`src/rtl/vga_capture.sv`:
```
// VGA receive side: rebuilds the raster position from incoming HSYNC/VSYNC,
// checks frame timing and writes each active pixel to a frame buffer.
module vga_capture #(
    parameter int H_TOTAL  = 800,
    parameter int H_START  = 144,
    parameter int H_ACTIVE = 640,
    parameter int V_TOTAL  = 525,
    parameter int V_START  = 35,
    parameter int V_ACTIVE = 480,
    parameter int HS_POL   = 0,
    parameter int VS_POL   = 0
) (
    input  logic        clk,
    input  logic        rst,
    input  logic        pix_ce,
    input  logic        hsync_in,
    input  logic        vsync_in,
    input  logic [11:0] rgb_in,
    output logic        we,
    output logic [18:0] waddr,
    output logic [11:0] wdata,
    output logic        locked,
    output logic        frame_done,
    output logic        sync_err
);

    typedef enum logic [1:0] {
        SEEK    = 2'd0,
        MEASURE = 2'd1,
        LOCKED  = 2'd2
    } state_t;

    state_t      state_r, state_s;
    logic        hs_r, vs_r, vpend_r, vpend_s;
    logic [10:0] hcnt_r, hcnt_s;
    logic [9:0]  vcnt_r, vcnt_s;
    logic [18:0] acnt_r, acnt_base_s;
    logic        hs_now_s, vs_now_s, hs_edge_s, vs_edge_s, frame_start_s;
    logic        line_bad_s, frame_bad_s, sat_s, err_s, in_h_s, in_v_s, cap_s;

    assign hs_now_s = (hsync_in == HS_POL[0]);
    assign vs_now_s = (vsync_in == VS_POL[0]);

    // Raster counters, timing checks and capture decision for the current sample
    always_comb begin
        hs_edge_s     = pix_ce & hs_now_s & ~hs_r;
        vs_edge_s     = pix_ce & vs_now_s & ~vs_r;
        frame_start_s = hs_edge_s & (vpend_r | vs_edge_s);

        if (frame_start_s) begin
            vpend_s = 1'b0;
        end else if (vs_edge_s) begin
            vpend_s = 1'b1;
        end else begin
            vpend_s = vpend_r;
        end

        if (hs_edge_s) begin
            hcnt_s = 11'd0;
        end else if (hcnt_r == 11'h7FF) begin
            hcnt_s = hcnt_r;
        end else begin
            hcnt_s = hcnt_r + 11'd1;
        end

        if (frame_start_s) begin
            vcnt_s = 10'd0;
        end else if (hs_edge_s) begin
            vcnt_s = vcnt_r + 10'd1;
        end else begin
            vcnt_s = vcnt_r;
        end

        // Checks use the counter values from before this sample's update
        line_bad_s  = hs_edge_s & (hcnt_r != 11'(H_TOTAL - 1));
        frame_bad_s = frame_start_s & (vcnt_r != 10'(V_TOTAL - 1));
        sat_s       = pix_ce & ~hs_edge_s & (hcnt_s == 11'h7FF);
        err_s       = (state_r != SEEK) & (line_bad_s | frame_bad_s | sat_s);

        in_h_s = (hcnt_s >= 11'(H_START)) && (hcnt_s < 11'(H_START + H_ACTIVE));
        in_v_s = (vcnt_s >= 10'(V_START)) && (vcnt_s < 10'(V_START + V_ACTIVE));
        cap_s  = pix_ce & (state_r == LOCKED) & ~err_s & in_h_s & in_v_s;

        acnt_base_s = frame_start_s ? 19'd0 : acnt_r;
    end

    // Lock state machine: one clean frame in MEASURE is needed before capture
    always_comb begin
        state_s = state_r;
        case (state_r)
            SEEK: begin
                if (frame_start_s) begin
                    state_s = MEASURE;
                end else begin
                    state_s = SEEK;
                end
            end
            MEASURE: begin
                if (err_s) begin
                    state_s = SEEK;
                end else if (frame_start_s) begin
                    state_s = LOCKED;
                end else begin
                    state_s = MEASURE;
                end
            end
            LOCKED: begin
                if (err_s) begin
                    state_s = SEEK;
                end else begin
                    state_s = LOCKED;
                end
            end
            default: state_s = SEEK;
        endcase
    end

    // Sample, counter, state and output registers
    always_ff @(posedge clk) begin
        if (rst) begin
            hs_r       <= 1'b0;
            vs_r       <= 1'b0;
            vpend_r    <= 1'b0;
            hcnt_r     <= 11'd0;
            vcnt_r     <= 10'd0;
            acnt_r     <= 19'd0;
            state_r    <= SEEK;
            we         <= 1'b0;
            waddr      <= 19'd0;
            wdata      <= 12'd0;
            locked     <= 1'b0;
            frame_done <= 1'b0;
            sync_err   <= 1'b0;
        end else begin
            if (pix_ce) begin
                hs_r    <= hs_now_s;
                vs_r    <= vs_now_s;
                vpend_r <= vpend_s;
                hcnt_r  <= hcnt_s;
                vcnt_r  <= vcnt_s;
            end
            // Running write address, never a row*width product
            if (cap_s) begin
                waddr  <= acnt_base_s;
                wdata  <= rgb_in;
                acnt_r <= acnt_base_s + 19'd1;
            end else begin
                acnt_r <= acnt_base_s;
            end
            state_r    <= state_s;
            locked     <= (state_s == LOCKED);
            we         <= cap_s;
            frame_done <= cap_s & (acnt_base_s == 19'(H_ACTIVE * V_ACTIVE - 1));
            sync_err   <= err_s;
        end
    end

endmodule

```
`config.mk`:
```
export PLATFORM = sky130hd
export DESIGN_NAME = vga_capture
export DESIGN_NICKNAME = d
export VERILOG_FILES = /design/src/rtl/vga_capture.sv
export SDC_FILE = /design/constraint.sdc
export NUM_CORES = 1
export LEC_CHECK = 0
export CORE_UTILIZATION = 55
export CTS_CLUSTER_DIAMETER = 100
export CTS_CLUSTER_SIZE = 30
export DETAILED_ROUTE_END_ITERATION = 7
export PLACE_DENSITY_LB_ADDON = 0.3
export REMOVE_ABC_BUFFERS = 1
export SETUP_SLACK_MARGIN = 0.02
export SLEW_MARGIN = 10
export SYNTH_ARGS = -nofsm -noshare
export SYNTH_HDL_FRONTEND = slang
export SYNTH_SLANG_ARGS = --single-unit
```
`constraint.sdc`:
```
create_clock -name clk -period 4.15 [get_ports clk]
set_clock_uncertainty 0.1 [all_clocks]
set_input_delay 0.83 -clock clk [delete_from_list [all_inputs] [get_ports clk]]
set_output_delay 0.83 -clock clk [all_outputs]
set_load 0.01 [all_outputs]
```
==> run metrics <==
1st-iter DRT viols=252; Clock Tree Buf Depth=2; worst slew pin tran=618.6 ps; vias per cell=5.836; number of port buffers=51; Final ANT Viol Nets=0; CP startpoint kind=input pin; largest family of logic cells by synthesized area=simple AND/OR/NAND/NOR gates; cts hold-fix bufs=0; share of layout cells above drive strength 1=0.07449; Syn. warnings=0; Compound-Gate Fraction of Synth Area=0.2096; FF+latch count, synth=80; reg-to-reg setup timing slack=680 ps; ys flop type=dfxtp_1; Non-Filler Instances=633; Rows=30; clk_lat worst skew=350 ps; # Post-CTS Setup Buffers=0; root buf cell=clkbuf_8; grt ovf=0; Post-Synth XOR/XNOR Area=0.01342; Vert. Die Dim=86.38 um; Leak Pwr=1.527 nW; Post-synth EDFFs=0; drt pass-1 iters=5; critical path arrival=3810 ps; Via Count=3694; wire length per cell=13.87 um; FMAX=0.2755 GHz; Power Density=299.2 nW/um2; CTS HTree Levels=3; Worst-path clk slew=80 ps; first-pass GRT wire length=15.16 mm; Final Max Tran Viols=0; Critical Path RT=4340 ps; Routability Congestion=0.8934; asr flop ratio synth=0; ant diodes=0; final WL=8.780 mm; Final Hold Vio Count=0; Worst VDD drop=0.0002092 V; status=completed; Syn Inst Count=493; CP Capture Type=flip-flop; largest net degree at the start of global routing=42; endpoints failing setup=0; nets=553; chip width=86.38 um; fin crit share=0.8746; mux cell area share after synthesis=0.01278; post-placement cell count=617; most common cell after layout, fill and taps aside=dfxtp_1; clk sinks=80; Post-Synth Adder-Cell Area=0.01278; simple logic cell fraction of the synthesized area=0.2901; Resized Gates After CTS=0; initial antenna violation count=0; area delta synth->final=19.11%; Max FO, Critical Path=28; DRC Markers=0; max-cap violation count=0; final setup TNS=0 ps; clock buffer count from CTS=9; HPWL Detailed=5.923 mm; Starting Density=0.5733; die area=7462 um2; minimum clock period=3629 ps; Yosys cell types=62; Syn Area/Cell=7.944 um2; # IOs=52; area of the mapped netlist=3916 um2; Core Footprint=6832 um2; post-route cell area=4664 um2; Total GRT Usage=0.2517; CTS tree=yes; critical path type=input pin to flip-flop; Hold Crit Class=flip-flop to flip-flop; vias in the first global route=3239; commonest cells after routing, fill and taps aside=dfxtp_1 (80), nand2_1 (74), a21oi_1 (69), clkdlybuf4s50_1 (50), nand3_1 (40); Seq/Total Area, Yosys=0.4089; Cell Area, Placed=4481 um2; relative slew slack=0.5860; unrepaired setup endpoints after global routing=no
[worst paths after layout]
check,from,to,depth (start not counted)
setup / recovery,pix_ce,acnt_r[7],8
hold / removal,waddr[14],waddr[14],2
setup reg to reg,hcnt_r[0],acnt_r[7],9
hold reg to reg,waddr[14],waddr[14],2
[worst max-delay path: stages]
cell and delay [ps]:
clkdlybuf4s50_1 550, or3b_1 540, o21ai_0 400, nand2_1 130, nor4_2 380, o21ai_4 260
or4_1 570, a21oi_1 150
[cell type report]
class / count / area [um2]
Clock buffer: 13 / 158.9
Clock inverter: 3 / 25.02
Fill cell: 594 / 2167
Inverter: 11 / 41.29
Multi-Input combinational cell: 368 / 2117
Sequential cell: 80 / 1602
Tap cell: 96 / 120.1
Timing Repair Buffer: 62 / 600.6
[cells in the mapped netlist (6+ instances only)]
| library cell | count | area (um2) |
|---|---|---|
| nand4_1 | 10 | 62.56 |
| o31ai_1 | 6 | 45.04 |
| nor3_1 | 9 | 45.04 |
| inv_1 | 11 | 41.29 |
| clkbuf_1 | 19 | 71.32 |
| o21ai_0 | 12 | 60.06 |
| nand2_1 | 74 | 277.8 |
| dfxtp_1 | 80 | 1602 |
| or4_1 | 8 | 60.06 |
| nor2_1 | 32 | 120.1 |
| or3_1 | 6 | 37.54 |
| and3_1 | 9 | 56.30 |
| nand3_1 | 40 | 200.2 |
| a21oi_1 | 69 | 345.3 |
| a211oi_1 | 6 | 45.04 |
| buf_2 | 10 | 50.05 |
[flip-flops by register name (all words and copies together) (netlist names)]
register,flops
acnt_r,19
waddr,19
wdata,12
hcnt_r,11
vcnt_r,10
state_r,2
frame_done,1
hs_r,1
locked,1
sync_err,1
vpend_r,1
vs_r,1
we,1
[power breakdown]
group	total, mW	internal, mW	switching [mW]
combinational	0.0767	0.0310	0.0457
sequential	0.777	0.771	0.00565
clock	0.542	0.254	0.288
[kinds of logic after synthesis]
group                      after synthesis
xor gates and xnor gates                 6
and+or+nand+nor                        221
DFF                                     80
muxes                                    5
AOI/OAI and AO/OA                      132
buffers and inverters                   45
adders and majority gates                4
[routing by layer]
layer | vias up | GRT usage | wire, um
met5 | - | 0 | 0
met4 | 0 | 0.08788 | 105
met3 | 10 | 0.03810 | 396
met2 | 95 | 0.3810 | 3979
met1 | 1726 | 0.3651 | 4299
li1 | 1863 | - | -
[metrics by stage]
| step | worst slack (ps) | hold WS, ps | util | power [mW] |
|---|---|---|---|---|
| finish | 520.6 | 353.3 | 0.6828 | 1.396 |
| global route | 229.1 | 368.0 | 0.6828 | 1.437 |
| CTS | 549.3 | 355.7 | 0.6828 | 1.403 |
| detailed placement | 219.5 | 345.1 | 0.6559 | 0.8711 |
| global placement | 330.6 | 340.2 | 0.6559 | 0.8697 |
| floorplan | -15.25 | 331.5 | - | 0.8266 |
Power figures use the tool's default switching activity.
